==> src/rtl/nibble_serial_adder.sv <==
// Serial WIDTH-bit add/subtract built around one 4-bit ripple-carry slice.
// One nibble is processed per clock, LSB nibble first, with the carry held in a register.
module nibble_serial_adder #(
    parameter int WIDTH = 16
) (
    input  logic             clk,
    input  logic             rst,
    input  logic             start,
    input  logic             sub,
    input  logic [WIDTH-1:0] a,
    input  logic [WIDTH-1:0] b,
    output logic             busy,
    output logic             done,
    output logic [WIDTH-1:0] sum,
    output logic             cout,
    output logic             overflow
);

    localparam int NIBBLES = WIDTH / 4;
    localparam int IDX_W   = (NIBBLES > 1) ? $clog2(NIBBLES) : 1;

    typedef enum logic [1:0] {S_IDLE, S_RUN, S_DONE} state_t;

    state_t           state, state_nxt;
    logic [IDX_W-1:0] idx;
    logic [IDX_W+1:0] base;
    logic             carry;
    logic [WIDTH-1:0] areg, breg, acc, acc_nxt;
    logic [3:0]       na, nb;
    logic [4:0]       slice;
    logic             c3, last, capture;

    // The shared 4-bit slice working on the current nibble
    always_comb begin
        base    = {idx, 2'b00};
        na      = areg[base +: 4];
        nb      = breg[base +: 4];
        slice   = {1'b0, na} + {1'b0, nb} + {4'b0000, carry};
        // carry into bit 3 recovered from the bit-3 sum and its operands
        c3      = na[3] ^ nb[3] ^ slice[3];
        last    = (idx == IDX_W'(NIBBLES - 1));
        acc_nxt = acc;
        acc_nxt[base +: 4] = slice[3:0];
    end

    always_comb begin
        state_nxt = state;
        capture   = 1'b0;
        case (state)
            S_IDLE: begin
                if (start) begin
                    capture   = 1'b1;
                    state_nxt = S_RUN;
                end
            end
            S_RUN: begin
                if (last) state_nxt = S_DONE;
            end
            S_DONE: begin
                capture   = start;
                state_nxt = start ? S_RUN : S_IDLE;
            end
            default: state_nxt = S_IDLE;
        endcase
    end

    always_ff @(posedge clk or posedge rst) begin
        if (rst) begin
            state    <= S_IDLE;
            busy     <= 1'b0;
            done     <= 1'b0;
            sum      <= '0;
            cout     <= 1'b0;
            overflow <= 1'b0;
            idx      <= '0;
            carry    <= 1'b0;
            areg     <= '0;
            breg     <= '0;
            acc      <= '0;
        end else begin
            state <= state_nxt;
            busy  <= (state_nxt == S_RUN);
            done  <= (state_nxt == S_DONE);
            if (capture) begin
                areg  <= a;
                breg  <= sub ? ~b : b;
                acc   <= '0;
                carry <= sub;
                idx   <= '0;
            end else if (state == S_RUN) begin
                acc   <= acc_nxt;
                carry <= slice[4];
                idx   <= idx + 1'b1;
                // Results are published only as a whole, on entry to DONE
                if (last) begin
                    sum      <= acc_nxt;
                    cout     <= slice[4];
                    overflow <= c3 ^ slice[4];
                end
            end
        end
    end

endmodule

==> config.mk <==
export PLATFORM = sky130hd
export DESIGN_NAME = nibble_serial_adder
export DESIGN_NICKNAME = d
export VERILOG_FILES = /design/src/rtl/nibble_serial_adder.sv
export SDC_FILE = /design/constraint.sdc
export NUM_CORES = 1
export LEC_CHECK = 0
export BUFFER_PORTS_ARGS = -buffer_cell sky130_fd_sc_hd__buf_4
export CELL_PAD_IN_SITES_DETAIL_PLACEMENT = 0
export CELL_PAD_IN_SITES_GLOBAL_PLACEMENT = 2
export CORE_MARGIN = 10
export CORE_UTILIZATION = 39
export CTS_CLUSTER_DIAMETER = 50
export CTS_CLUSTER_SIZE = 14
export DETAILED_ROUTE_END_ITERATION = 6
export GPL_TIMING_DRIVEN = 0
export MAX_ROUTING_LAYER = met4
export PLACE_DENSITY = 0.82
export SYNTH_ARGS = -nofsm -noshare
export SYNTH_HDL_FRONTEND = slang
export SYNTH_SLANG_ARGS = --single-unit
==> constraint.sdc <==
create_clock -name clk -period 3.9 [get_ports clk]
set_input_delay 0 -clock clk [delete_from_list [all_inputs] [get_ports clk]]
set_output_delay 0 -clock clk [all_outputs]
set_load 0.005 [all_outputs]
# Yosys cells after proc, flatten, opt, wreduce, memory -nomap -nowiden
# Cells that the tools add are included.
# totals
regBits	73
in_bits	36
out_inout_bits	20
word_cells	46
# classes
n_addsub	4
eq_ne	5
shift	4
muxes	14
bitwise	5
reduce_logical	3
# ops
operator	n
16-bit two-way mux	3
16-bit by 5-bit indexed part select with 4-bit output	2
16-bit bitwise mux	1
16-bit inverter	1
4-bit by 6-bit variable shift with 16-bit output (first input constant)	1
4-bit by 6-bit indexed part select with 16-bit output	1
2-bit two-way mux	4
2-bit equality test (second input constant)	3
4-bit negator with 6-bit output	1
2-bit one-hot mux with 3 select lines	1
4-bit by 4-bit adder with 5-bit output	1
5-bit by 1-bit adder with 5-bit output	1
2-bit by 1-bit equality test with 1-bit output (second input constant)	2
1-bit two-way mux	4
3-bit AND reduction	1
1-bit XOR	3
2-bit by 1-bit adder with 2-bit output (second input constant)	1
2-bit zero test	1
1-bit one-hot mux with 2 select lines	1
2-bit nonzero test	1
1-bit inverter	1

# Depth between registers and ports, before layout
# logic_depth
word_depth	7
depth_mapped	9
ltp_nobuf	8

# Least setup slack after synthesis
# OpenSTA, ideal clock, no wires.
# synth_path
path_kind	register to register
start	reg idx[0]
end	reg acc[10]
setup_ns	0.121
arrival_time_ns	2.417
required_ns	3.779
path_slack_ns	1.362
path_stages_with_launch	9
n_path_buf	1
period_less_slack_ns	2.538
path_cell_list	dfrtp_1 > buf_6 > mux4_1 > fa_1 > inv_1 > fa_1 > xnor2_1 > and2_1 > a22o_2
# synth_between
elab_chain_len	7
word_cells_on_any_way	10
cone_classes	add/sub (3); shift (4); mux (3)
# synth_rtl
item	line_no	source
start: declaration	25	logic [IDX_W-1:0] idx;
start signal: assignment	93	idx <= idx + 1'b1;
16-bit by 5-bit indexed part select with 4-bit output (on tied branches)	36, 37	
4-bit by 4-bit adder with 5-bit output	38	slice = {1'b0, na} + {1'b0, nb} + {4'b0000, carry};
5-bit by 1-bit adder with 5-bit output	38	
4-bit by 6-bit indexed part select with 16-bit output	43	acc_nxt[base +: 4] = slice[3:0];
16-bit bitwise mux (*)	43	
16-bit two-way mux (*)	90	end else if (state == S_RUN) begin
16-bit two-way mux (*)	84	if (capture) begin
end signal: assignment	91	acc <= acc_nxt;
end: declaration	28	logic [WIDTH-1:0] areg, breg, acc, acc_nxt;
# Mark *: on every way between the ends. The rest lies on a longest branch, timed or not. The select of a mux whose other input is x is not followed.
# A chain may end at the register's enable or synchronous reset.

# Final worst setup path
# layout_path
start	reg idx[1]
end	reg acc[14]
# Same word-level chain as after synthesis.

==> flow_summary.yaml <==
status:
  outcome: "finished clean"
critical_path:
  cp-start-kind: "register"
  arrival_ns: 3.31
  critPathMaxFanout: 9
  critPathKind: "register to register"
  crit_path_end_kind: "register"
  cp.required_ns: 4.18
sta:
  skew_ns: 0.01016
  relSlewSlack_pct: 54.65
  rsz0062_at_grt: "false"
  post-route-period-util_pct: 77.71
  hold_violations: 0
  setup_viol: 0
  max_slew.worst_pin.slew_ns: 0.6755
  period_minus_slack_ns: 3.031
  fmax_mhz: 330.0
  setup_tns_ns: 0
  report.final.slew_viol_count: 0
pwr:
  p_leak_uw: 0.002196
  power_uw: 4032
  peakVddDrop_mv: 0.3966
  p_per_area_mw_per_mm2: 866.9
placed_design:
  portBuffers: 54
  dpl.cell_count: 490
  gp_congestion: 0.8209
  hpwlAfterDp_um: 6039
floorplanning:
  dieWidth_um: 115.0
  die_height_um: 115.0
  boundaryPins: 56
  dieArea_mm2: 0.01323
  rows: 34
  fp.coreArea_mm2: 0.008763
  start_util_pct: 40.19
synthesis:
  synth_cells: 327
  synth_top_family_by_area: "simple AND/OR/NAND/NOR gates"
  synth_xor_xnor_area_share_pct: 4.973
  synthTopCellsByArea: "dfrtp_1 52%, nand2_1 8.0%, xnor2_1 4.7%"
  synth_top_area_share_pct: 51.87
  synth_fp_nets: 374
  synth_top_area_cell: "dfrtp_1"
  muxShareOfSynthArea_pct: 5.542
  synth_commonest_cells: "75 x nand2_1, 73 x dfrtp_1, 25 x nor2_1, 24 x o21ai_0, 19 x xnor2_1"
  synth-main-ff-cell: "dfrtp_1"
  ys_types: 35
  synth-simple-area-share_pct: 15.28
  synth.most_common_cell: "nand2_1"
  synth_compound_area_share_pct: 13.53
  ys_seq_area_share_pct: 51.87
  async_reset_ff_share_pct: 100.0
  synth_edf_count: 0
  ys_seq_elements: 73
  synth.avg_cell_area_um2: 10.77
  synth-adder-area-share_pct: 4.334
  syn_area_mm2: 0.003522
  yosysWarningCount: 0
cts:
  cts_hold_buf: 33
  cts_setup_buffers: 0
  htree_levels: 3
  cts_sinks: 73
  cts_tree: "done"
  post_cts_resize_count: 0
  clockBufferDepth: 2
  root_buffer: "clkbuf_8"
  clkLatencyLatePin_ns: 0.35
  clk_pin_slew_ns: 0.08
  cts_made_buffers: 9
final_layout:
  multi_input_comb_area_mm2: 0.001538
  layout-drive-gt1-share_pct: 22.74
  diodes: 0
  fin_cells: 539
  syn2layout_area_growth_pct: 32.04
  final-seq-area_mm2: 0.001827
  nNetsFinal: 473
  fillCellCount: 804
global_route:
  grt_pass1_wl_um: 14410
  overflow: 0
  grt_max_degree: 41
  grt_usage_pct: 14.04
  grt_pass1_vias: 2892
  antenna_found_initial: 0
routing:
  dr_total_vias: 2680
  drt-initial-drc-count: 86
  drtAntennaViolNets: 0
  wl_per_cell_um: 15.65
  drt_wl_total_um: 8436
  viasPerCell: 4.972
  drtPass1Iterations: 4
  drc: 0
hold_path:
  hp-class: "primary input to register"
flow_run:
  cap_violations: 0
report_power, final:
part,switching (uW),internal [uW]
Combinational,1210,843
Clock,287,426
Sequential,175,1090
worst paths after layout:
path                           from  depth (start not counted)  slack [ns]  endpoint
max                          idx[1]                          8        0.87   acc[14]
min                             sub                          3        0.08   breg[9]
max reg2reg                  idx[1]                          8        0.87   acc[14]
min reg2reg                areg[11]                          2        0.48  areg[11]
max in group asynchronous       rst                          4        3.12   sum[13]
min in group asynchronous       rst                          3        0.22      done
state kept, by name, indices dropped and copies added (netlist names):
signal	flops
idx	2
done	1
carry	1
breg	16
overflow	1
areg	16
sum	16
busy	1
cout	1
state	2
acc	16
layout by cell type (no fill, tap or decap), drive strengths merged, types with 9 or more instances in the layout:
| cell type | netlist | layout |
|---|---|---|
| ha | 9 | 9 |
| xnor2 | 19 | 19 |
| a221oi | 11 | 11 |
| dfrtp | 73 | 73 |
| nor2 | 25 | 25 |
| dlygate4sd3 | 0 | 33 |
| clkbuf | 6 | 17 |
| o21ai | 32 | 32 |
| inv | 13 | 13 |
| nand2 | 76 | 76 |
| buf | 12 | 67 |
through the flow:
step	util [%]	setup WS [ns]	hold slack (ns)	area [um2]
after floorplan	-	1.362	0.1054	3522
after global placement	46.36	0.8329	0.1901	4063
after detailed placement	46.62	0.8378	0.04541	4085
after CTS	53.07	0.8236	0.06967	4651
after global routing	53.07	0.6467	0.1019	4651
final	53.07	0.8695	0.07542	4651
cell families after synthesis:
kind of cell,count (synthesis)
AO/OA/AOI/OAI,68
AND/OR/NAND/NOR,116
multiplexers,8
buffers and inverters,31
XOR/XNOR,20
flip-flops,73
adder cells (fa/ha/maj),11
metal layers:
layer | global-route usage (%) | routed length [um] | vias to the layer above
met5 | - | 0 | -
met4 | 5.281 | 108 | 0
met3 | 2.500 | 296 | 12
met2 | 22.37 | 4231 | 51
met1 | 17.42 | 3799 | 1291
li1 | - | - | 1326
final cells by class:
type,instances,share of cell area (%)
plain buffers,18,2.341
multi-input cells,223,33.06
inverters,13,1.103
repair buffers,88,16.25
flip-flops and latches,73,39.28
well taps,108,2.906
clock buffers,11,2.825
clock inverters,5,2.233
critical path, stage by stage (launching register included):
cell and delay, ns:
dfrtp_1 0.43, clkbuf_1 0.44, mux4_1 0.31, fa_1 0.23, inv_1 0.06, fa_1 0.39
xnor2_1 0.58, and2_1 0.34, a22o_1 0.18
Power figures use the tool's default switching activity.
